## src/rtl/seg7_pkg.sv

```systemverilog
`default_nettype none
// ============================================================================
//  Module      : seg7_pkg
//  Description : Shared constants and types for the seven-segment scan driver.
//                Segment patterns are active-low, packed as {g,f,e,d,c,b,a}.
//  Revision    : 1.0
// ============================================================================
package seg7_pkg;

    localparam int NUM_DIGITS = 8;

    localparam logic [6:0] c_SEG_0   = 7'b1000000;
    localparam logic [6:0] c_SEG_1   = 7'b1111001;
    localparam logic [6:0] c_SEG_2   = 7'b0100100;
    localparam logic [6:0] c_SEG_3   = 7'b0110000;
    localparam logic [6:0] c_SEG_4   = 7'b0011001;
    localparam logic [6:0] c_SEG_5   = 7'b0010010;
    localparam logic [6:0] c_SEG_6   = 7'b0000010;
    localparam logic [6:0] c_SEG_7   = 7'b1111000;
    localparam logic [6:0] c_SEG_8   = 7'b0000000;
    localparam logic [6:0] c_SEG_9   = 7'b0010000;
    localparam logic [6:0] c_SEG_A   = 7'b0001000;
    localparam logic [6:0] c_SEG_B   = 7'b0000011;
    localparam logic [6:0] c_SEG_C   = 7'b1000110;
    localparam logic [6:0] c_SEG_D   = 7'b0100001;
    localparam logic [6:0] c_SEG_E   = 7'b0000110;
    localparam logic [6:0] c_SEG_F   = 7'b0001110;
    localparam logic [6:0] c_SEG_OFF = 7'b1111111;

    // One complete set of display contents: digits, points and enables.
    typedef struct packed {
        logic [4*NUM_DIGITS-1:0] data;
        logic [NUM_DIGITS-1:0]   dp;
        logic [NUM_DIGITS-1:0]   en;
    } disp_set_t;

    function automatic logic [NUM_DIGITS-1:0] digit_select(input logic [2:0] idx);
        return ~(NUM_DIGITS'(1) << idx);
    endfunction

endpackage

`default_nettype wire

```

## src/rtl/seg7_hex_decode.sv

```systemverilog
`default_nettype none
// ============================================================================
//  Module      : seg7_hex_decode
//  Description : Combinational hex nibble to active-low segment decoder.
//  Revision    : 1.0
// ============================================================================
module seg7_hex_decode
    import seg7_pkg::*;
(
    input  logic [3:0] i_hex,
    output logic [6:0] o_seg
);

    always_comb begin
        o_seg = c_SEG_OFF;
        case (i_hex)
            4'h0: o_seg = c_SEG_0;
            4'h1: o_seg = c_SEG_1;
            4'h2: o_seg = c_SEG_2;
            4'h3: o_seg = c_SEG_3;
            4'h4: o_seg = c_SEG_4;
            4'h5: o_seg = c_SEG_5;
            4'h6: o_seg = c_SEG_6;
            4'h7: o_seg = c_SEG_7;
            4'h8: o_seg = c_SEG_8;
            4'h9: o_seg = c_SEG_9;
            4'hA: o_seg = c_SEG_A;
            4'hB: o_seg = c_SEG_B;
            4'hC: o_seg = c_SEG_C;
            4'hD: o_seg = c_SEG_D;
            4'hE: o_seg = c_SEG_E;
            4'hF: o_seg = c_SEG_F;
            default: o_seg = c_SEG_OFF;
        endcase
    end

endmodule

`default_nettype wire

```

## src/rtl/seg7_scan_driver.sv

```systemverilog
`default_nettype none
// ============================================================================
//  Module      : seg7_scan_driver
//  Description : Eight-digit multiplexed seven-segment driver with
//                frame-synchronous (tear-free) update of the displayed value.
//                Optional macro SEG7_BLANK_LEADING_ZERO_EN blanks leading zeros.
//  Revision    : 1.0
// ============================================================================
module seg7_scan_driver
    import seg7_pkg::*;
#(
    parameter int DIV = 100000
)
(
    input  logic        clk,
    input  logic        rst_n,
    input  logic [31:0] data,
    input  logic [7:0]  dp,
    input  logic [7:0]  digit_en,
    input  logic        load,
    output logic        pending,
    output logic        frame_done,
    output logic        CA,
    output logic        CB,
    output logic        CC,
    output logic        CD,
    output logic        CE,
    output logic        CF,
    output logic        CG,
    output logic        DP,
    output logic [7:0]  AN
);

    localparam int                 c_CNT_W   = (DIV > 2) ? $clog2(DIV) : 1;
    localparam logic [c_CNT_W-1:0] c_CNT_MAX = c_CNT_W'(DIV - 1);

    logic [c_CNT_W-1:0] r_cnt;
    logic [2:0]         r_idx;
    logic               r_frame_done;
    logic               r_pending;
    disp_set_t          r_pend_set;
    disp_set_t          r_disp_set;
    logic [7:0]         r_an;
    logic [6:0]         r_seg;
    logic               r_dp;

    logic               w_tick;
    logic               w_wrap;
    logic [2:0]         w_idx_next;
    disp_set_t          w_capture;
    disp_set_t          w_disp_next;
    logic [3:0]         w_nib;
    logic [6:0]         w_seg_dec;
    logic               w_blank;
    logic               w_lit;

    assign w_tick     = (r_cnt == c_CNT_MAX);
    assign w_wrap     = w_tick && (r_idx == 3'd7);
    assign w_idx_next = r_idx + 3'd1;
    assign w_capture  = {data, dp, digit_en};

    // The set used for the upcoming digit: a load landing exactly on the
    // frame boundary wins over anything still pending.
    always_comb begin
        w_disp_next = r_disp_set;
        if (w_wrap) begin
            if (load) begin
                w_disp_next = w_capture;
            end else if (r_pending) begin
                w_disp_next = r_pend_set;
            end
        end
    end

    assign w_nib = w_disp_next.data[{w_idx_next, 2'b00} +: 4];

    seg7_hex_decode u_hex_decode (
        .i_hex (w_nib),
        .o_seg (w_seg_dec)
    );

`ifdef SEG7_BLANK_LEADING_ZERO_EN
    logic [NUM_DIGITS-1:0] w_nz_above;
    logic                  w_seen;

    // w_nz_above[k]: some enabled digit at position k or higher is non-zero.
    always_comb begin
        w_nz_above = '0;
        w_seen     = 1'b0;
        for (int k = NUM_DIGITS - 1; k >= 0; k--) begin
            w_seen        = w_seen | (w_disp_next.en[k] && (w_disp_next.data[4*k +: 4] != 4'h0));
            w_nz_above[k] = w_seen;
        end
    end

    assign w_blank = (w_idx_next != 3'd0) && !w_nz_above[w_idx_next];
`else
    assign w_blank = 1'b0;
`endif

    assign w_lit = w_disp_next.en[w_idx_next] && !w_blank;

    always_ff @(posedge clk or negedge rst_n) begin
        if (!rst_n) begin
            r_cnt        <= '0;
            r_idx        <= 3'd0;
            r_frame_done <= 1'b0;
        end else begin
            r_frame_done <= w_wrap;
            if (w_tick) begin
                r_cnt <= '0;
                r_idx <= w_idx_next;
            end else begin
                r_cnt <= r_cnt + c_CNT_W'(1);
            end
        end
    end

    always_ff @(posedge clk or negedge rst_n) begin
        if (!rst_n) begin
            r_pending  <= 1'b0;
            r_pend_set <= '0;
            r_disp_set <= '0;
        end else begin
            r_disp_set <= w_disp_next;
            if (load && !w_wrap) begin
                r_pend_set <= w_capture;
                r_pending  <= 1'b1;
            end else if (w_wrap) begin
                r_pending  <= 1'b0;
            end
        end
    end

    // Outputs only move on a tick, so they stay dark from reset to the first tick.
    always_ff @(posedge clk or negedge rst_n) begin
        if (!rst_n) begin
            r_an  <= 8'hFF;
            r_seg <= c_SEG_OFF;
            r_dp  <= 1'b1;
        end else if (w_tick) begin
            if (w_lit) begin
                r_an  <= digit_select(w_idx_next);
                r_seg <= w_seg_dec;
                r_dp  <= ~w_disp_next.dp[w_idx_next];
            end else begin
                r_an  <= 8'hFF;
                r_seg <= c_SEG_OFF;
                r_dp  <= 1'b1;
            end
        end
    end

    assign pending    = r_pending;
    assign frame_done = r_frame_done;
    assign AN         = r_an;
    assign DP         = r_dp;
    assign CA         = r_seg[0];
    assign CB         = r_seg[1];
    assign CC         = r_seg[2];
    assign CD         = r_seg[3];
    assign CE         = r_seg[4];
    assign CF         = r_seg[5];
    assign CG         = r_seg[6];

endmodule

`default_nettype wire

```

## config.mk

```make
export PLATFORM = sky130hd
export DESIGN_NAME = seg7_scan_driver
export DESIGN_NICKNAME = d
export VERILOG_FILES = /design/src/rtl/seg7_pkg.sv /design/src/rtl/seg7_hex_decode.sv /design/src/rtl/seg7_scan_driver.sv
export SDC_FILE = /design/constraint.sdc
export NUM_CORES = 1
export LEC_CHECK = 0
export BUFFER_PORTS_ARGS = -buffer_cell sky130_fd_sc_hd__buf_2
export CAP_MARGIN = 15
export CORE_UTILIZATION = 59
export CTS_BUF_LIST = sky130_fd_sc_hd__clkbuf_16
export DETAILED_ROUTE_END_ITERATION = 10
export GPL_TIMING_DRIVEN = 0
export HOLD_SLACK_MARGIN = 0.05
export PLACE_DENSITY = 0.8
export SLEW_MARGIN = 30
export SYNTH_ARGS = -nofsm -noshare
export SYNTH_HDL_FRONTEND = slang
export SYNTH_SLANG_ARGS = --single-unit
```

## constraint.sdc

```tcl
create_clock -name clk -period 4.8 [get_ports clk]
set_input_delay 0.24 -clock clk [delete_from_list [all_inputs] [get_ports clk]]
set_output_delay 0.24 -clock clk [all_outputs]
set_load 0.02 [all_outputs]
```

Yosys cells after proc, flatten, opt, wreduce, memory -nomap -nowiden
Memories as Yosys holds them, arrays and structs flattened.
Cells that the tools add are included.
{"block": "classes", "add_sub_neg": 2, "magnitude_cmp": 1, "eq_ne": 2, "shift": 2, "mux": 13, "bitwise_logic": 2, "reduce_logical": 4}
{"op": "two-way mux 48 bit", "count": 3}
{"op": "variable part select 32 x 6 -> 4 bit", "count": 1}
{"op": "adder 17 x 1 -> 17 bit (second input constant)", "count": 1}
{"op": "== test 17 bit (second input constant)", "count": 1}
{"op": "two-way mux 17 bit", "count": 1}
{"op": "two-way mux 8 bit", "count": 1}
{"op": "inverter 8 bit", "count": 1}
{"op": "left shift 1 x 3 -> 8 bit (first input constant)", "count": 1}
{"op": "two-way mux 7 bit", "count": 1}
{"op": "binary-select mux 1 bit (select 3 bit)", "count": 2}
{"op": "two-way mux 1 bit", "count": 5}
{"op": "< comparator 3 x 4 -> 1 bit (second input constant)", "count": 1}
{"op": "adder 3 x 1 -> 3 bit (second input constant)", "count": 1}
{"op": "== test 3 bit (second input constant)", "count": 1}
{"op": "logical AND 1 bit", "count": 2}
{"op": "nonzero test 2 bit", "count": 1}
{"op": "logical NOT 1 bit", "count": 1}
{"op": "inverter 1 bit", "count": 1}
{"block": "word_totals", "ff_bits": 134, "rom_bits": 112, "in_bits": 51, "output_inout_bits": 18, "word_cells": 40, "n_memories": 1}
{"name": "(name not given)", "words": 16, "word_bits": 7, "rd": 1, "rd_clocked_by_memory_dff": 0, "wr": 0, "line_no": "seg7_hex_decode.sv:16", "rtl": "case (i_hex)"}

Depth between registers and ports, before layout
Gate-level depths: netlist (run 1).
{"block": "depth", "depth_word": 7, "ltp_mapped": 18, "ltp_nobuf": 14}

Cells and area by module
A second synthesis (run 1) with hierarchy kept.
{"block": "unflattened", "cells_unflattened": 606, "area_unflattened_um2": 6846.6}
{"module": "seg7_scan_driver", "instances": 1, "cells_per_inst": 575, "area_per_inst_um2": 6593.8, "seq_area_each_um2": 3373.2}
{"module": "seg7_hex_decode", "instances": 1, "cells_per_inst": 31, "area_per_inst_um2": 252.7, "seq_area_each_um2": 0.0}

Worst setup path before layout (run 1)
Ideal clock, no wire load.
{"block": "synth_timing", "kind": "reg-to-reg", "start": "register r_idx[0]", "end": "register r_seg[3]", "setup_time_ns": 0.080, "arrival_time_ns": 3.613, "t_required_ns": 4.720, "slack_ns": 1.108, "stages_incl_launch_ff": 16, "path_buffers": 3, "period_less_slack_ns": 3.692, "cell_sequence": "dfrtp_1 ha_1 ha_1 buf_6 inv_1 clkbuf_1 clkbuf_1 o31ai_1 a221o_1 mux2_2 mux4_2 inv_1 ha_1 inv_1 mux4_2 o22a_1"}
{"item": "start: declaration", "line_no": "seg7_scan_driver.sv:38", "rtl": "logic [2:0] r_idx;"}
{"item": "start signal: assignment", "line_no": "seg7_scan_driver.sv:112", "rtl": "r_idx <= w_idx_next;"}
{"item": "end signal: assignment", "line_no": "seg7_scan_driver.sv:139", "rtl": "r_seg <= c_SEG_OFF;"}
{"item": "end signal: assignment", "line_no": "seg7_scan_driver.sv:144", "rtl": "r_seg <= w_seg_dec;"}
{"item": "end signal: assignment", "line_no": "seg7_scan_driver.sv:148", "rtl": "r_seg <= c_SEG_OFF;"}
{"item": "end: declaration", "line_no": "seg7_scan_driver.sv:44", "rtl": "logic [6:0] r_seg;"}

Worst setup path in the final report (run 1)
{"block": "layout_timing", "start": "register r_idx[0]", "end": "register r_seg[3]"}
{"block": "layout_between", "word_cells_on_any_way": 9, "cone_classes": "add/sub (1); eq/ne (1); shift (1); mux (4); reduce/logical (1); memory (1)"}
{"item": "adder 3 x 1 -> 3 bit *", "line_no": "seg7_scan_driver.sv:59", "rtl": "assign w_idx_next = r_idx + 3'd1;"}
{"item": "via w_idx_next[0]", "line_no": "seg7_scan_driver.sv:49", "rtl": "logic [2:0] w_idx_next;"}
{"item": "variable part select 32 x 6 -> 4 bit / binary-select mux 1 bit (select 3 bit) (equally long branches)", "line_no": "seg7_scan_driver.sv:75, seg7_scan_driver.sv:101"}
{"item": "memory (16 x 7 bit) / two-way mux 1 bit (equally long branches)"}
{"item": "two-way mux 7 bit *", "line_no": "seg7_scan_driver.sv:142", "rtl": "if (w_lit) begin"}
Mark *: on every way through the listed nets, which the timed path passes. The rest lies on a longest branch. The select of a mux whose other input is x is not followed.
A chain may end at the register's enable or synchronous reset.

==> impl_results.rst, run 1 <==
.. list-table::
   :header-rows: 1

   * - Metric
     - Value
   * - Status
     - complete, no violations
   * - Max-capacitance violation count
     - 0
   * - Highest ir drop seen on vdd
     - approximately 0.28 mV
   * - Layout overhead on the synthesized area
     - 16.50%
   * - I/O Pins
     - 69
   * - Wire length of the first global-routing pass
     - 28880 µm
   * - Number of flip-flops and latches in the synthesized netlist
     - 134
   * - Rel. slew slack
     - 40.21%
   * - DR iter-0 viols
     - around 560
   * - Largest net degree at the start of global routing
     - 82
   * - Post-synth top area share
     - 43.32%
   * - Drt pass-1 iters
     - 6
   * - Number of core rows
     - 38
   * - Tightest hold margin
     - 0.06261 ns
   * - Clock transition at the registers of the reported paths
     - 0.06 ns
   * - Core Region
     - 0.01103 mm²
   * - Leading post-synthesis cells by cell area
     - dfrtp_1 43%, mux2_2 8.9%, dfstp_2 6.2%
   * - Mean post-synth cell area
     - 10.87 µm²
   * - Crit path DAT
     - 4.96 ns
   * - Number of remaining DRC errors
     - 0
   * - Leak pwr
     - 3.480 nW
   * - Required time reported for the critical path endpoint
     - 5.15 ns
   * - Fmax
     - 0.2168 GHz
   * - Number of antenna violations at the first check in global routing
     - 0
   * - Total clock buffers created by CTS
     - 17
   * - Setup violators final
     - 0
   * - Most common flop cell mapped by yosys
     - dfrtp_1
   * - Area of the die
     - about 0.012 mm²
   * - Synthesized instance count
     - 627
   * - Sequential cell area fraction in the yosys report
     - 49.49%
   * - Power density relative to cell area
     - 337.2 mW/mm²
   * - Synth async-reset ratio
     - 100.0%
   * - Gp weighted congestion
     - between 0.8 and 0.9
   * - Largest clock skew in the final design
     - between 0.01 and 0.015 ns
   * - Max Slew Vio Count
     - 0
   * - Tightest Hold Check Type
     - in -> reg
   * - Post-synth top area cell
     - dfrtp_1
   * - Total number of yosys warnings
     - 0
   * - Total gr overflow
     - 0
   * - Number of distinct library cells after synthesis
     - 66
   * - Antenna violation net count after detailed routing
     - 0
   * - Placed Instance Area
     - 0.007365 mm²
   * - Initial Util
     - 61.80%
   * - Total nets after synthesis
     - 691
   * - Vert. Die Dim
     - between 100 and 150 µm
   * - CTS tree
     - yes
   * - Type of the setup path with the least slack
     - reg -> reg
   * - Mean routed wirelength per cell
     - 21.08 µm
   * - Clock root cell
     - clkbuf_16
   * - Total negative slack
     - 0 ns
   * - Unrepaired setup endpoints after global routing
     - no
   * - Post-route cell area
     - 0.007941 mm²
   * - Number of nets in the finished design
     - 778
   * - N_diodes
     - 0
   * - Post-DP HPWL
     - 12240 µm
   * - Share of the clock period used by the worst path
     - roughly 96%
   * - Slew @ Worst Pin
     - 0.8969 ns
   * - Final worst-path setup slack
     - 0.1874 ns
   * - Via count of the first global-routing pass
     - about 5700
   * - X dimension of the die
     - 109.5 µm
   * - Via/cell ratio
     - 6.649
   * - Combined area of all synthesized cells
     - 0.006817 mm²
   * - Post-layout minimum cycle time
     - 4.613 ns
   * - Wire length reported by the detailed router
     - 18240 µm
   * - Input/output buffers
     - 67
   * - Number of vias in the routed layout
     - 5751
   * - Largest buffer count on any clock path
     - 2
   * - Fraction of layout cells with a size suffix above 1
     - 26.62%
   * - Setup crit end kind
     - flip-flop
   * - Count of endpoints failing hold in the final timing report
     - 0
   * - Number of clock sinks seen by CTS
     - 134
   * - Total setup buffers inserted after CTS
     - 0
   * - Setup slack at placement
     - -0.1779 ns
   * - Count of flip-flops with a built-in enable after synthesis
     - 0
   * - CP Max Fanout
     - 11
   * - Category of the worst setup path launch point
     - flip-flop
   * - Overall routing resource usage
     - 32.47%
   * - CTS H-tree depth
     - 4
   * - Source-to-sink clock delay at the later pin of the worst-skew pair
     - 0.43 ns
## synth_stat cells, types with 9 or more instances
library cell,number
dfrtp_1,118
a21oi_1,16
nand3b_1,9
a221o_1,24
o22ai_1,16
mux2_2,54
inv_1,12
o21ai_0,22
nand2_1,69
dfstp_2,16
clkbuf_1,26
nor2_1,35
ha_1,13
xor2_1,9
nand3_1,21
buf_2,10
o31ai_1,24
a31oi_1,13
## logic make-up (layout without fill, tap and decap cells)
logic type / after synthesis / after routing / share of synthesized area (%)
adder cells (fa/ha/maj): 13 / 13 / 2.386
flip-flops: 134 / 134 / 49.49
AO/OA/AOI/OAI: 156 / 156 / 16.94
multiplexers: 65 / 65 / 11.45
XOR/XNOR: 15 / 15 / 1.927
AND/OR/NAND/NOR: 182 / 182 / 13.64
buffers and inverters: 62 / 160 / 4.166
## final cells by class
class | instances | area [µm²]
tap | 140 | 175.2
timing repair buffer | 69 | 382.9
buffer | 48 | 231.5
clock inverter | 13 | 128.9
fill | 799 | 3089
sequential | 134 | 3373
multi-input combinational | 431 | 3176
clock buffer | 17 | 425.4
inverter | 13 | 48.80
## final timing paths
kind	depth (start not counted)	start	to	slack, ns
min in group asynchronous	2	rst_n	r_pend_set[6]$_DFFE_PN0P_	0.33
hold reg to reg	1	r_cnt[4]$_DFF_PN0_	r_cnt[4]$_DFF_PN0_	0.49
max in group asynchronous	3	rst_n	r_disp_set[26]$_DFF_PN0_	3.75
hold / removal	2	digit_en[4]	r_pend_set[4]$_DFFE_PN0P_	0.06
setup reg to reg	14	r_idx[0]$_DFFE_PN0N_	r_seg[3]$_DFFE_PN1N_	0.19
setup / recovery	14	r_idx[0]$_DFFE_PN0N_	r_seg[3]$_DFFE_PN1N_	0.19
## placed cells by master (no fill, tap or decap), types with 6 or more instances in the layout
cell and n:
dfrtp_1 118, buf_2 76, nand2_1 69, mux2_2 54, nor2_1 35, clkbuf_1 25, a221o_1 24, o31ai_1 23
o21ai_0 22, nand3_1 21, inv_1 19, clkbuf_16 17, dfstp_2 16, o22ai_1 16, a21oi_1 16, a31oi_1 13
ha_1 12, nand3b_1 9, xor2_1 9, a22oi_1 6, buf_1 6, and3_1 6, xnor2_1 6, mux2i_1 6
## routing by layer
layer,share of wire (%),track usage [%],vias up
li1,-,-,2508
met1,41,41.91,2901
met2,49,53.23,306
met3,8.2,6.758,36
met4,1.9,13.81,0
met5,0,0,-
## report_power, final
part | internal (mW) | switching, mW | total (mW)
clock network | 0.790 | 0.455 | 1.24
registers | 1.19 | 0.0351 | 1.23
logic | 0.0974 | 0.106 | 0.204
## flip-flops by register name, summed over array words and instances (netlist names)
| name | cells |
|---|---|
| r_disp_set | 48 |
| r_pend_set | 48 |
| pending | 1 |
| frame_done | 1 |
| r_seg | 7 |
| r_idx | 3 |
| r_cnt | 17 |
| DP | 1 |
| AN | 8 |
## through the flow
stage,power (mW),util [%],instances
finish,2.678,71.99,865
global route,2.753,71.99,865
CTS,2.683,71.93,866
detailed placement,1.444,66.77,835
global placement,1.427,66.42,834
floorplan,1.352,-,627
## repair_timing
action / in CTS / in global routing
resized for setup: 1 / 2
endpoints found under the hold margin: 53 / 0
hold buffers: 1 / 0
endpoints found under the setup margin: 1 / 3
## worst max-delay path, stage by stage, from the launching register on
cell,delay [ns]
dfrtp_1,0.41
clkbuf_1,0.21
inv_1,0.20
clkbuf_1,0.63
ha_2,0.51
inv_1,0.11
clkbuf_1,0.55
nand2_1,0.36
o22ai_1,0.36
o31ai_4,0.15
inv_1,0.15
ha_1,0.21
inv_1,0.06
mux4_2,0.46
o22a_1,0.17
Note: power is estimated with default switching activity, not from simulation.
==> inputs of run 2 (changes only) <==
--- a/config.mk
+++ b/config.mk
@@ -12,7 +12,7 @@
 export DETAILED_ROUTE_END_ITERATION = 10
 export GPL_TIMING_DRIVEN = 0
 export HOLD_SLACK_MARGIN = 0.05
-export PLACE_DENSITY = 0.8
+export PLACE_DENSITY = 0.84
 export SLEW_MARGIN = 30
 export SYNTH_ARGS = -nofsm -noshare
 export SYNTH_HDL_FRONTEND = slang
==> impl_results.rst, run 2 (synthesis gave the netlist of run 1 again) <==
.. list-table::
   :header-rows: 1

   * - Metric
     - Value
   * - Status
     - complete, no violations
   * - Internal power
     - 2.091 mW
   * - X dimension of the die
     - 109.5 µm
   * - Clock root cell
     - clkbuf_16
   * - Gp weighted congestion
     - 0.8822
   * - Leak pwr
     - 3.475 nW
   * - Setup crit end kind
     - flip-flop
   * - Fraction of layout cells with a size suffix above 1
     - 27.24%
   * - Number of antenna violations at the first check in global routing
     - 0
   * - Register-to-register path setup slack
     - 0.25 ns
   * - Number of cells in the finished layout apart from fillers
     - 867
   * - Max-capacitance violation count
     - 0
   * - Slew @ Worst Pin
     - 0.8253 ns
   * - Largest registers ranked by flip-flop count
     - r_disp_set x48, r_pend_set x48, r_cnt x17
   * - Post-DP HPWL
     - 12280 µm
   * - Area of the die
     - around 0.012 mm²
   * - Highest signal layer in the routed design
     - met4
   * - R2r worst-path depth
     - 14
   * - CTS H-tree depth
     - 4
   * - Worst path most repeated cell
     - inv_1
   * - Number of nets in the finished design
     - 778
   * - First element of the critical path
     - r_idx[0]$_DFFE_PN0N_
   * - Total net switching power
     - a little over 0.6 mW
   * - Largest buffer count on any clock path
     - 2
   * - Most frequent standard cell in the layout excluding fill and tap cells
     - dfrtp_1
   * - Source-to-sink clock delay at the later pin of the worst-skew pair
     - 0.42 ns
   * - Total negative slack
     - 0 ns
   * - Via/cell ratio
     - 6.638
   * - Register share of total power
     - 45.3%
   * - Mean routed wirelength per cell
     - 20.63 µm
   * - Tightest Hold Check Type
     - in -> reg
   * - Maximum single-stage delay on the critical path
     - 0.60 ns
   * - Largest net degree at the start of global routing
     - 70
   * - Overall routing resource usage
     - 31.88%
   * - N_diodes
     - 0
   * - Post-layout minimum cycle time
     - roughly 4.6 ns
   * - I/O Pins
     - 69
   * - Wire length reported by the detailed router
     - 17890 µm
   * - Fraction of power consumed by the clock network
     - 47.3%
   * - Largest clock skew in the final design
     - 0.008166 ns
   * - Most frequent cells in the layout
     - 118 x dfrtp_1, 76 x buf_2, 69 x nand2_1, 54 x mux2_2, 35 x nor2_1
   * - Number of remaining DRC errors
     - 0
   * - Placed Instance Area
     - 0.007365 mm²
   * - M1 WL
     - 7228 µm
   * - Switching share of power
     - 22.97%
   * - Wire length of the first global-routing pass
     - 28740 µm
   * - Rel. slew slack
     - about 45%
   * - Post-route cell area
     - 0.007950 mm²
   * - Unrepaired setup endpoints after global routing
     - no
   * - Number of clock sinks seen by CTS
     - 134
   * - Total clock buffers created by CTS
     - 17
   * - Slowest-stage cell, CP
     - clkbuf_1
   * - Vert. Die Dim
     - 109.5 µm
   * - Tightest hold margin
     - 0.05727 ns
   * - Via count of the first global-routing pass
     - 5720
   * - Capturing point of the worst reg2reg path
     - r_seg[3]$_DFFE_PN1N_
   * - DR iter-0 viols
     - 790
   * - Antenna violation net count after detailed routing
     - 0
   * - Core Region
     - 0.01103 mm²
   * - Critical path, cell by cell
     - clkbuf_1 > inv_1 > clkbuf_1 > ha_1 > inv_1 > clkbuf_1 > nand2_1 > o22ai_1 > o31ai_2 > inv_1 > ha_1 > inv_1 > mux4_2 > o22a_1
   * - Combinational power share
     - 7.4%
   * - Type of the setup path with the least slack
     - reg -> reg
   * - Wire length on met3
     - 1397 µm
   * - CP Max Fanout
     - 11
   * - Highest ir drop seen on vdd
     - 0.2969 mV
   * - Count of placed standard cells including taps
     - 835
   * - Drt pass-1 iters
     - 8
   * - Total setup buffers inserted after CTS
     - 0
   * - Crit path DAT
     - 4.90 ns
   * - Layout overhead on the synthesized area
     - 16.63%
   * - Total gr overflow
     - 0
   * - Number of core rows
     - 38
   * - Input/output buffers
     - 67
   * - Count of endpoints failing hold in the final timing report
     - 0
   * - Power density relative to cell area
     - 341.4 mW/mm²
   * - Clock transition at the registers of the reported paths
     - 0.06 ns
   * - Setup violators final
     - 0
   * - Amount of wire on met2 after detailed routing
     - approximately 8700 µm
   * - RR Startpoint
     - r_idx[0]$_DFFE_PN0N_
   * - Fmax
     - 0.2195 GHz
   * - Initial Util
     - 61.80%
   * - Max Slew Vio Count
     - 0
   * - Number of vias in the routed layout
     - roughly 5800
   * - Crit path to
     - r_seg[3]$_DFFE_PN1N_
   * - Total power of the final layout
     - roughly 2.7 mW
   * - Category of the worst setup path launch point
     - flip-flop
   * - CTS tree
     - yes
   * - Share of the clock period used by the worst path
     - 94.89%
   * - Required time reported for the critical path endpoint
     - approximately 5.2 ns
==> run 2: cell count changes in the layout (fill, tap and decap cells not counted) <==
| cell | previous run | this run |
|---|---|---|
| clkinv_2 | 1 | 5 |
| inv_1 | 19 | 15 |
| clkinvlp_4 | 0 | 2 |
| ha_1 | 12 | 13 |
| ha_2 | 1 | 0 |
| o31ai_2 | 0 | 1 |
| o31ai_4 | 1 | 0 |
==> run 2: power by group through the flow <==
| stage | Sequential [mW] | Clock [mW] | Combinational [mW] |
|---|---|---|---|
| 2_1_floorplan | 1.24 | 0 | 0.116 |
| 3_3_place_gp | 1.24 | 0 | 0.186 |
| 3_5_place_dp | 1.25 | 0 | 0.197 |
| 4_1_cts | 1.23 | 1.28 | 0.200 |
| 5_1_grt | 1.24 | 1.33 | 0.218 |
| 6_report | 1.23 | 1.28 | 0.201 |
==> run 2: worst max-delay path: cells and delay by family, from the launching register on <==
family          cells  cell delay, ns
compound gates      3            0.80
fa+ha+maj           2            0.88
buf+inv             7            1.61
flops               1            0.41
mux                 1            0.45
simple gates        1            0.31
==> run 2: how the worst min path moves through the flow <==
stage	startpoint	end	slack (ns)	cells after the start
floorplan	rst_n	frame_done$_DFF_PN0_	-0.06	0
global placement	r_cnt[0]$_DFF_PN0_	r_cnt[0]$_DFF_PN0_	0.47	1
detailed placement	rst_n	r_pend_set[37]$_DFFE_PN0P_	0.23	1
CTS	data[19]	r_pend_set[35]$_DFFE_PN0P_	0.05	2
global route	data[1]	r_pend_set[17]$_DFFE_PN0P_	0.06	2
finish	data[19]	r_pend_set[35]$_DFFE_PN0P_	0.06	2
==> run 2: through the flow <==
step                      worst slack (ns)  util, %
after floorplan                      1.108        -
after global placement              0.1399    66.42
after detailed placement           0.02341    66.77
after CTS                           0.2097    72.11
after global routing               0.06246    72.07
final                               0.2451    72.07
==> run 2: final cells by class <==
cell class	count	area, µm²
flip-flops and latches	134	3373
multi-input cells	431	3164
fillers	757	3080
clock buffers	17	425.4
repair buffers	69	382.9
plain buffers	48	231.5
well taps	140	175.2
clock inverters	15	148.9
inverters	13	48.80
==> run 2: layer usage <==
| metal | GRT usage, % | vias to the layer above |
|---|---|---|
| li1 | - | 2514 |
| met1 | 40.62 | 2888 |
| met2 | 51.48 | 298 |
| met3 | 7.884 | 55 |
| met4 | 14.57 | 0 |
| met5 | 0 | - |
==> run 2: timing repair <==
item                                    in CTS  in global routing
hold buffers                                 1                  0
hold endpoints to repair                    51                  0
pin swaps                                    0                  0
gates resized for setup                      1                  0
endpoints found under the setup margin       1                  1
